<file path="config.mk">
export PLATFORM = sky130hd
export DESIGN_NAME = ring_access_sequencer_flat
export DESIGN_NICKNAME = d
export VERILOG_FILES = /design/src/rtl/ring_pkg.sv /design/src/rtl/ring_access_sequencer_if.sv /design/src/rtl/ring_position_tracker.sv /design/src/rtl/ring_access_sequencer.sv /design/src/flat_wrapper.sv
export SDC_FILE = /design/constraint.sdc
export NUM_CORES = 1
export LEC_CHECK = 0
export CAP_MARGIN = 30
export CORE_MARGIN = 1
export CORE_UTILIZATION = 44
export DETAILED_ROUTE_END_ITERATION = 8
export PLACE_DENSITY = 0.81
export SYNTH_ARGS = -nofsm -noshare
export SYNTH_HDL_FRONTEND = slang
export SYNTH_HIERARCHICAL = 1
export SYNTH_SLANG_ARGS = --single-unit
</file>
<file path="constraint.sdc">
create_clock -name clk -period 1.8 [get_ports clk]
set_input_delay 0.36 -clock clk [delete_from_list [all_inputs] [get_ports clk]]
set_output_delay 0.36 -clock clk [all_outputs]
set_load 0.02 [all_outputs]
</file>
<file path="src/rtl/ring_pkg.sv">
// Shared constants and state type for the serial ring memory and its consumers.
package ring_pkg;

  localparam int unsigned RING_WORD_COUNT    = 20;
  localparam int unsigned RING_PHASE_W       = 3;
  localparam int unsigned RING_BITS_PER_WORD = 8;
  localparam int unsigned RING_ADDR_W        = $clog2(RING_WORD_COUNT);

  // Sequencer command progress.
  typedef enum logic [1:0] {
    IDLE,
    WAIT_WR,
    SHIFT,
    WAIT_RD
  } seq_state_t;

endpackage

</file>
<file path="src/rtl/ring_access_sequencer_if.sv">
// Command/response handshake between a requester and the ring access sequencer.
interface ring_access_sequencer_if
  import ring_pkg::*;
#(
  parameter int unsigned ADDR_W = RING_ADDR_W,
  parameter int unsigned DATA_W = RING_BITS_PER_WORD
);

  logic              cmd_valid;
  logic              cmd_ready;
  logic              cmd_we;
  logic [ADDR_W-1:0] cmd_addr;
  logic [DATA_W-1:0] cmd_wdata;
  logic              rsp_valid;
  logic [DATA_W-1:0] rsp_rdata;

  // Requester side.
  modport master (
    output cmd_valid, cmd_we, cmd_addr, cmd_wdata,
    input  cmd_ready, rsp_valid, rsp_rdata
  );

  // Sequencer side.
  modport slave (
    input  cmd_valid, cmd_we, cmd_addr, cmd_wdata,
    output cmd_ready, rsp_valid, rsp_rdata
  );

endinterface

</file>
<file path="src/rtl/ring_position_tracker.sv">
// Mirrors the ring's bit phase and slot rotation so a consumer knows which
// byte is passing the write port and which byte is on the parallel output.
module ring_position_tracker
  import ring_pkg::*;
#(
  parameter int unsigned WORD_COUNT = RING_WORD_COUNT,
  parameter int unsigned SLOT_W     = $clog2(WORD_COUNT),
  parameter int unsigned PHASE_W    = RING_PHASE_W
) (
  input  logic               clk,
  input  logic               reset,
  output logic [PHASE_W-1:0] phase,
  output logic [SLOT_W-1:0]  slot,
  output logic [SLOT_W-1:0]  next_slot
);

  localparam logic [SLOT_W-1:0] LAST_SLOT = SLOT_W'(WORD_COUNT - 1);

  // Slot that follows the current one, wrapping at the end of the ring.
  assign next_slot = (slot == LAST_SLOT) ? '0 : slot + SLOT_W'(1);

  // Phase counts every clock; slot advances as the last bit of a byte passes.
  always_ff @(posedge clk) begin
    if (reset) begin
      phase <= '0;
      slot  <= '0;
    end else begin
      phase <= phase + PHASE_W'(1);
      if (phase == '1) begin
        slot <= next_slot;
      end
    end
  end

endmodule

</file>
<file path="src/rtl/ring_access_sequencer.sv">
// Front-end for the serial ring memory: turns byte read/write commands into the
// ring's serial write stream and captures read bytes at the right rotation slot.
module ring_access_sequencer
  import ring_pkg::*;
#(
  parameter int unsigned WORD_COUNT = RING_WORD_COUNT,
  parameter int unsigned ADDR_W     = $clog2(WORD_COUNT)
) (
  input  logic                          clk,
  input  logic                          reset,
  ring_access_sequencer_if.slave        bus,
  input  logic [RING_BITS_PER_WORD-1:0] ring_q,
  output logic                          ring_write,
  output logic                          ring_din,
  output logic [ADDR_W-1:0]             slot_addr
);

  localparam int unsigned DATA_W  = RING_BITS_PER_WORD;
  localparam int unsigned PHASE_W = RING_PHASE_W;
  localparam logic [ADDR_W-1:0] LAST_ADDR = ADDR_W'(WORD_COUNT - 1);

  logic [PHASE_W-1:0] phase;
  logic [ADDR_W-1:0]  slot;
  logic [ADDR_W-1:0]  next_slot;

  seq_state_t         state_q;
  seq_state_t         state_d;
  logic [ADDR_W-1:0]  addr_q;
  logic [DATA_W-1:0]  wdata_q;
  logic               cmd_load;
  logic               rsp_valid_q;
  logic               rsp_valid_d;
  logic [DATA_W-1:0]  rsp_rdata_q;
  logic [DATA_W-1:0]  rsp_rdata_d;

  logic               addr_ok_c;
  logic               phase_last_c;
  logic [ADDR_W-1:0]  rd_slot_c;
  logic               rd_hit_c;

  ring_position_tracker #(
    .WORD_COUNT (WORD_COUNT),
    .SLOT_W     (ADDR_W),
    .PHASE_W    (PHASE_W)
  ) u_tracker (
    .clk       (clk),
    .reset     (reset),
    .phase     (phase),
    .slot      (slot),
    .next_slot (next_slot)
  );

  // Address decode and capture-point detection.
  assign addr_ok_c    = 32'(bus.cmd_addr) < WORD_COUNT;
  assign phase_last_c = (phase == '1);
  assign rd_slot_c    = (addr_q == LAST_ADDR) ? '0 : addr_q + ADDR_W'(1);
  assign rd_hit_c     = (phase == '0) && (slot == rd_slot_c);

  // State and command/response registers.
  always_ff @(posedge clk) begin
    if (reset) begin
      state_q     <= IDLE;
      addr_q      <= '0;
      wdata_q     <= '0;
      rsp_valid_q <= 1'b0;
      rsp_rdata_q <= '0;
    end else begin
      state_q     <= state_d;
      rsp_valid_q <= rsp_valid_d;
      rsp_rdata_q <= rsp_rdata_d;
      if (cmd_load) begin
        addr_q  <= bus.cmd_addr;
        wdata_q <= bus.cmd_wdata;
      end
    end
  end

  // Next-state, command latch and response generation.
  always_comb begin
    state_d     = state_q;
    cmd_load    = 1'b0;
    rsp_valid_d = 1'b0;
    rsp_rdata_d = rsp_rdata_q;
    case (state_q)
      IDLE: begin
        if (bus.cmd_valid) begin
          if (addr_ok_c) begin
            cmd_load = 1'b1;
            state_d  = bus.cmd_we ? WAIT_WR : WAIT_RD;
          end else begin
            // Out-of-range: answer immediately, reads return zero.
            rsp_valid_d = 1'b1;
            if (!bus.cmd_we) begin
              rsp_rdata_d = '0;
            end
          end
        end
      end
      WAIT_WR: begin
        // Start shifting so the first bit lands while slot equals the address.
        if (phase_last_c && (next_slot == addr_q)) begin
          state_d = SHIFT;
        end
      end
      SHIFT: begin
        if (phase_last_c) begin
          state_d     = IDLE;
          rsp_valid_d = 1'b1;
        end
      end
      WAIT_RD: begin
        if (rd_hit_c) begin
          state_d     = IDLE;
          rsp_valid_d = 1'b1;
          rsp_rdata_d = ring_q;
        end
      end
      default: state_d = IDLE;
    endcase
  end

  // Handshake and ring drive; serial data goes out LSB first.
  assign bus.cmd_ready = (state_q == IDLE);
  assign bus.rsp_valid = rsp_valid_q;
  assign bus.rsp_rdata = rsp_rdata_q;
  assign ring_write    = (state_q == SHIFT);
  assign ring_din      = ring_write & wdata_q[phase];
  assign slot_addr     = slot;

endmodule

</file>
<file path="src/flat_wrapper.sv">
// flat-port wrapper written by rule: the top's interface ports become plain ports
module ring_access_sequencer_flat import ring_pkg::*;
#(
  parameter int unsigned WORD_COUNT = RING_WORD_COUNT,
  parameter int unsigned ADDR_W     = $clog2(WORD_COUNT)
)
  (clk, reset, ring_q, ring_write, ring_din, slot_addr, bus_cmd_valid, bus_cmd_we, bus_cmd_addr, bus_cmd_wdata, bus_cmd_ready, bus_rsp_valid, bus_rsp_rdata);
  ring_access_sequencer_if #(.ADDR_W(ADDR_W)) bus_i ();
  input  logic clk;
  input  logic reset;
  input  logic [RING_BITS_PER_WORD-1:0] ring_q;
  output logic ring_write;
  output logic ring_din;
  output logic [ADDR_W-1:0] slot_addr;
  input wire logic [$bits(bus_i.cmd_valid)-1:0] bus_cmd_valid;
  input wire logic [$bits(bus_i.cmd_we)-1:0] bus_cmd_we;
  input wire logic [$bits(bus_i.cmd_addr)-1:0] bus_cmd_addr;
  input wire logic [$bits(bus_i.cmd_wdata)-1:0] bus_cmd_wdata;
  output wire logic [$bits(bus_i.cmd_ready)-1:0] bus_cmd_ready;
  output wire logic [$bits(bus_i.rsp_valid)-1:0] bus_rsp_valid;
  output wire logic [$bits(bus_i.rsp_rdata)-1:0] bus_rsp_rdata;
  assign bus_i.cmd_valid = bus_cmd_valid;
  assign bus_i.cmd_we = bus_cmd_we;
  assign bus_i.cmd_addr = bus_cmd_addr;
  assign bus_i.cmd_wdata = bus_cmd_wdata;
  assign bus_cmd_ready = bus_i.cmd_ready;
  assign bus_rsp_valid = bus_i.rsp_valid;
  assign bus_rsp_rdata = bus_i.rsp_rdata;
  ring_access_sequencer #(.WORD_COUNT(WORD_COUNT), .ADDR_W(ADDR_W)) u_core (.clk(clk), .reset(reset), .bus(bus_i), .ring_q(ring_q), .ring_write(ring_write), .ring_din(ring_din), .slot_addr(slot_addr));
endmodule
</file>
==> run metrics, run 1 <==
P per Cell Area 665 nW/um^2; Final GP Congestion 0.820; initial antenna violation count 0; global-route wire length before repair 7210 um; maximum VDD drop 0.536 mV; CTS Root Cell clkbuf_8; period utilization 103%; final setup vio count 10; Pre-Repair DR Iteration Count 4; Via density 5.23; gr usage total 22.9%; final global-route overflow total 0; CP arrival 2.00 ns; H-tree levels 2; vias 1636; Sink Count 32; Fin Hold WS 0.454 ns; Slew @ Worst Pin 0.547 ns; Die ar. 4120 um^2; Reg power frac 44.1%; kind of critical path flop to flop; Clock Pin Slew Worst Setup and Hold Paths 0.07 ns; crit path time final 1.85 ns; Synth Warn # 6; Worst Reg-to-Reg Cells 8; Setup crit end u_core/state_q[0]$_SDFFE_PP0P_; syn_nets 223; Clock Latency Late Sink 0.28 ns; Worst R2R End u_core/state_q[0]$_SDFFE_PP0P_; Antenna Nets Post-Route 0; dpl ws -0.188 ns; asr flop ratio synth 0%; Seq. cell area 662 um^2; Startpoint Class flop; Crit. End Element flop; Power Internal 1.30 mW; Crit Path Max Fanout 7; Hold Violations, Final 0; Worst R2R Start u_core/u_tracker/slot[0]$_SDFFE_PP0N_; fin util 70.1%; Netlist cell types 43; Top FF cell, synth dfxtp_1; RSZ-0062 raised after global routing yes; sw power 0.420 mW; input/output buffers 41; cell count after placement 303; Leak 0.935 nW; CTS tree built; crit path from u_core/u_tracker/slot[0]$_SDFFE_PP0N_; EDFF count, synth 0; vias in the first global route 1590; Layout Skew 0.00492 ns; Comb power frac 17.2%; # DRC 0; sequential area share after synthesis 37.7%; run status finished with violations; FMAX 542 MHz; Initial DRC Count 79; IO Pins 42; mapped cell area 1700 um^2; Layout Cells excl Fill 313; FP Rows 22; hold bufs inserted after CTS 0; Hold Crit Class flop to flop; CTS Buffer Depth 2; Initial Util 46.1%; Worst R2R Setup Slack -0.05 ns; Slew headroom 63.4%; Slew Limit Fails 0; largest net degree at the start of global routing 18; Max-cap violations 0; final net count 293; Mapped Cells 194; die width 64.2 um; failing checks negative setup slack; detailed placement HPWL 2980 um; Syn Area/Cell 8.76 um^2; area of the multi-input gates 1080 um^2; layout cells sized above 1 27.9%; diode count 0; drt total wl 4370 um; Avg WL per Cell 14.0 um; Clk pwr share 38.7%; total CTS buffers 5; fill count 284; area delta synth->final 52.0%; critical path required time 1.96 ns; Seq cells post-synth 32; core area 3690 um^2; Net Sw Frac 24.5%; height of the chip 64.2 um; fin worst setup slack -0.0462 ns
[per-layer routing]
metal / up-vias / part of all wire [%] / track usage (%)
li1: 812 / - / -
met1: 769 / 44 / 27.4
met2: 45 / 49 / 38.3
met3: 10 / 3.9 / 5.18
met4: 0 / 2.7 / 11.7
met5: - / 0 / 0
[cell families after synthesis]
group           synth area share (%)
simple gates                    27.0
compound gates                  14.1
flops                           37.7
mux                             8.54
xor+xnor                        5.67
buf+inv                         4.05
fa+ha+maj                       2.94
[worst min-delay path by stage]
stage	depth (start not counted)	startpoint	slack, ns	endpoint
2_1_floorplan	2	u_core/wdata_q[1]$_SDFFE_PP0P_	0.43	u_core/wdata_q[1]$_SDFFE_PP0P_
3_3_place_gp	2	u_core/bus.rsp_rdata[3]$_SDFFE_PP0P_	0.44	u_core/bus.rsp_rdata[3]$_SDFFE_PP0P_
3_5_place_dp	2	u_core/bus.rsp_rdata[5]$_SDFFE_PP0P_	0.45	u_core/bus.rsp_rdata[5]$_SDFFE_PP0P_
4_1_cts	2	u_core/bus.rsp_rdata[5]$_SDFFE_PP0P_	0.46	u_core/bus.rsp_rdata[5]$_SDFFE_PP0P_
5_1_grt	2	u_core/bus.rsp_rdata[0]$_SDFFE_PP0P_	0.48	u_core/bus.rsp_rdata[0]$_SDFFE_PP0P_
6_report	2	u_core/bus.rsp_rdata[5]$_SDFFE_PP0P_	0.45	u_core/bus.rsp_rdata[5]$_SDFFE_PP0P_
[cells in the mapped netlist, types with 2 or more instances]
cell / number / share of area (%)
nand2_1: 47 / 10
dfxtp_1: 32 / 38
a21oi_1: 16 / 4.7
xnor2_1: 11 / 5.7
mux2i_1: 10 / 5.9
nor2b_1: 8 / 2.9
o21ai_0: 8 / 2.4
nor2_1: 7 / 1.5
nand3_1: 5 / 1.5
ha_1: 4 / 2.9
buf_6: 3 / 2.0
clkbuf_1: 3 / 0.66
a21boi_1: 2 / 0.88
a221oi_1: 2 / 1.0
inv_1: 2 / 0.44
mux4_2: 2 / 2.6
nand2b_1: 2 / 0.74
nand4_1: 2 / 0.74
nor3_1: 2 / 0.59
nor3b_1: 2 / 0.88
or3_1: 2 / 0.74
[sequential cells by signal, summed over array words and instances, names as in the netlist]
signal                  count
u_core/addr_q               5
u_core/bus.rsp_rdata        8
u_core/bus.rsp_valid        1
u_core/state_q              2
u_core/u_tracker/phase      3
u_core/u_tracker/slot       5
u_core/wdata_q              8
[cells in the final DEF (no fill, tap or decap), types with 2 or more instances in the layout]
cell type and count:
nor2_1 5, dfxtp_4 3, clkdlybuf4s50_1 38, o21ai_1 3, ha_4 2, mux2i_1 10, nor3_1 2, dlygate4sd2_1 2
buf_6 2, nand2b_1 2, nor4bb_4 2, buf_12 2, clkbuf_8 5, or3_4 2, mux4_2 2, nor2_2 3
nand4_1 2, nand3_1 4, a21oi_1 16, dfxtp_1 21, xnor2_1 11, clkinv_1 3, buf_4 26, nand2_1 47
inv_1 2, nor3b_1 2, o21ai_0 5, a221oi_2 2, nor2b_1 7, dfxtp_2 8, ha_1 2
[per-stage QoR]
| stage | cell area [um^2] | power, mW | TNS, ns |
|---|---|---|---|
| 2_1_floorplan | 1730 | 0.905 | 0 |
| 3_3_place_gp | 2380 | 1.04 | -2.86 |
| 3_5_place_dp | 2380 | 1.04 | -3.44 |
| 4_1_cts | 2550 | 1.72 | -0.392 |
| 5_1_grt | 2580 | 1.79 | -1.24 |
| 6_report | 2580 | 1.72 | -0.400 |
[power groups by stage]
stage / clock, mW / sequential [mW] / combinational, mW
after global placement: 0 / 0.769 / 0.267
final: 0.665 / 0.758 / 0.295
after floorplan: 0 / 0.774 / 0.132
after CTS: 0.676 / 0.756 / 0.284
after global routing: 0.706 / 0.761 / 0.319
after detailed placement: 0 / 0.770 / 0.271
[area by class of cell]
class / instances / share of cell area (%)
Clock buffer: 5 / 2.66
Clock inverter: 3 / 1.45
Inverter: 3 / 0.436
Multi-Input combinational cell: 151 / 42.0
Sequential cell: 32 / 25.6
Tap cell: 48 / 2.32
Timing Repair Buffer: 71 / 25.6
[timing repair]
action | CTS | global route
pin swaps | 6 | 3
buffers inserted | 1 | 1
gates resized for setup | 22 | 8
setup endpoints to repair | 15 | 25
cloned | 0 | 0
[worst max-delay path, stage by stage, from the launching register on]
cell and delay (ns):
dfxtp_4 0.36, buf_4 0.14, nand3_1 0.11, xnor2_1 0.26, xnor2_1 0.18, nand4_1 0.17
buf_4 0.18, o31ai_4 0.22, a221oi_2 0.10
Power figures use the tool's default switching activity.
==> inputs of run 2 (changes only) <==
--- a/config.mk
+++ b/config.mk
@@ -9,8 +9,7 @@
 export CORE_MARGIN = 1
 export CORE_UTILIZATION = 44
 export DETAILED_ROUTE_END_ITERATION = 8
-export PLACE_DENSITY = 0.81
+export PLACE_DENSITY = 0.82
 export SYNTH_ARGS = -nofsm -noshare
 export SYNTH_HDL_FRONTEND = slang
-export SYNTH_HIERARCHICAL = 1
 export SYNTH_SLANG_ARGS = --single-unit
==> run metrics, run 2 <==
run status finished with violations; failing checks negative setup slack; input/output buffers 41; Leak 0.962 nW; fill count 285; drt total wl 4330 um; asr flop ratio synth 0%; Post-Route Setup TNS -2.56 ns; period utilization 114%; Hold Crit Class flop to flop; area delta synth->final 52.2%; EDFF count, synth 0; Avg WL per Cell 13.7 um; Synth Warn # 0; kind of critical path flop to flop; top-count cell post-synth nand2_1; global-route wire length before repair 7230 um; Slew Limit Fails 0; synth cell count leaders nand2_1, dfxtp_1, a21oi_1; syn_nets 230; critical path required time 2.02 ns; final net count 297; routed wl met3 148 um; Pre-Repair DR Iteration Count 5; Netlist cell types 39; height of the chip 63.6 um; die width 63.6 um; Syn Area/Cell 8.34 um^2; FMAX 488 MHz; Seq. cell area 649 um^2; Via density 5.17; layout cells sized above 1 21.6%; P per Cell Area 755 nW/um^2; CTS Buffer Depth 2; Layout Skew 0.00661 ns; most area-hungry cell type in the Yosys netlist dfxtp_1; total CTS buffers 5; fin util 69.3%; vias in the first global route 1581; Synth top area share 38.4%; Initial DRC Count 93; vias 1633; CTS tree built; crit path time final 2.05 ns; Final GP Congestion 0.809; mapped cell area 1670 um^2; leading cell types in the layout, fill and taps excluded nand2_1, clkdlybuf4s50_1, buf_4; sequential area share after synthesis 38.4%; Clock Latency Late Sink 0.29 ns; Sink Count 32; # DRC 0; Crit. End Element flop; final global-route overflow total 0; Startpoint Class flop; largest net degree at the start of global routing 18; FP Rows 22; Die ar. 4040 um^2; diode count 0; largest cells by area after synthesis dfxtp_1, nand2_1, mux2i_1; Initial Util 45.6%; Slew headroom 74.3%; Seq cells post-synth 32; Antenna Nets Post-Route 0; gr usage total 23.5%; commonest non-fill, non-tap cell in the layout nand2_1; fin worst setup slack -0.251 ns; Fin Hold WS 0.455 ns; met2 wire len 2190 um; top layer used by detailed routing met4; M1 WL 1870 um; H-tree levels 2; Hold Violations, Final 0; area of the multi-input gates 1020 um^2; Mapped Cells 200; Top FF cell, synth dfxtp_1; dpl ws -0.190 ns; CP arrival 2.27 ns; Clock Pin Slew Worst Setup and Hold Paths 0.07 ns; Crit Path Max Fanout 9; core area 3660 um^2; Max-cap violations 0; Setup Fix Bufs, Post-CTS 0; final setup vio count 13; IO Pins 42; detailed placement HPWL 2990 um; maximum VDD drop 0.627 mV; Slew @ Worst Pin 0.384 ns; initial antenna violation count 0; RSZ-0062 raised after global routing yes; CTS Root Cell clkbuf_8
## run 2: cell count changes in the layout (fill, tap and decap cells not counted), sizes merged, moves of 3 or more
cell / delta
and2: +4
inv: +4
xor2: +3
clkinv: -3
nand2: -8
clkbuf: +3
a31oi: +4
## run 2: layout make-up
type	instances	share of cell area, %
multi-input combinational	150	40.1
inverter	6	0.887
timing repair buffer	72	26.3
sequential	32	25.6
clock buffer	8	4.78
tap	48	2.37
## run 2: per-layer routing
| metal | vias to the layer above | global-route usage, % |
|---|---|---|
| li1 | 817 | - |
| met5 | - | 0 |
| met3 | 12 | 5.62 |
| met2 | 45 | 39.4 |
| met1 | 759 | 27.4 |
| met4 | 0 | 12.2 |
## run 2: logic make-up (layout without fill, tap and decap cells)
family	after synthesis	count (layout)	synth area share, %
and+or+nand+nor	82	82	23.8
AOI/OAI and AO/OA	38	38	13.8
DFF	32	32	38.4
buffers and inverters	18	86	4.65
muxes	13	13	9.30
xor gates and xnor gates	12	12	6.30
adders and majority gates	5	5	3.75
## run 2: repair_timing
item / in CTS / in global routing
endpoints found under the setup margin: 16 / 13
hold endpoints to repair: 0 / 0
gates resized for setup: 13 / 1
hold buffers: 0 / 0
pin swaps: 5 / 0
## run 2: per-stage QoR
step | total power [mW] | area, um^2 | cells
floorplan | 0.998 | 1700 | 200
global placement | 1.19 | 2380 | 308
detailed placement | 1.20 | 2380 | 308
CTS | 1.92 | 2530 | 316
global route | 2.02 | 2540 | 316
finish | 1.92 | 2540 | 316
## run 2: worst paths after layout
| check | start | to | slack (ns) | cells after the start |
|---|---|---|---|---|
| max reg2reg | u_core.addr_q[3]$_SDFFE_PP0P_ | u_core.bus.rsp_rdata[7]$_SDFFE_PP0P_ | -0.25 | 7 |
| min reg2reg | u_core.wdata_q[5]$_SDFFE_PP0P_ | u_core.wdata_q[5]$_SDFFE_PP0P_ | 0.46 | 2 |
| max | u_core.addr_q[3]$_SDFFE_PP0P_ | u_core.bus.rsp_rdata[7]$_SDFFE_PP0P_ | -0.25 | 7 |
| min | u_core.wdata_q[5]$_SDFFE_PP0P_ | u_core.wdata_q[5]$_SDFFE_PP0P_ | 0.46 | 2 |
## run 2: report_power, final
part / switching [mW] / internal (mW)
Sequential: 0.0364 / 0.748
Clock: 0.281 / 0.432
Combinational: 0.192 / 0.227
Total: 0.510 / 1.41
## run 2: critical path, stage by stage, from the launching register on
cell and delay [ns]:
dfxtp_1 0.42, nand2b_1 0.19, a21boi_2 0.07, or3_4 0.37, a2111oi_4 0.33, and3_4 0.26
buf_12 0.13, mux2i_1 0.19
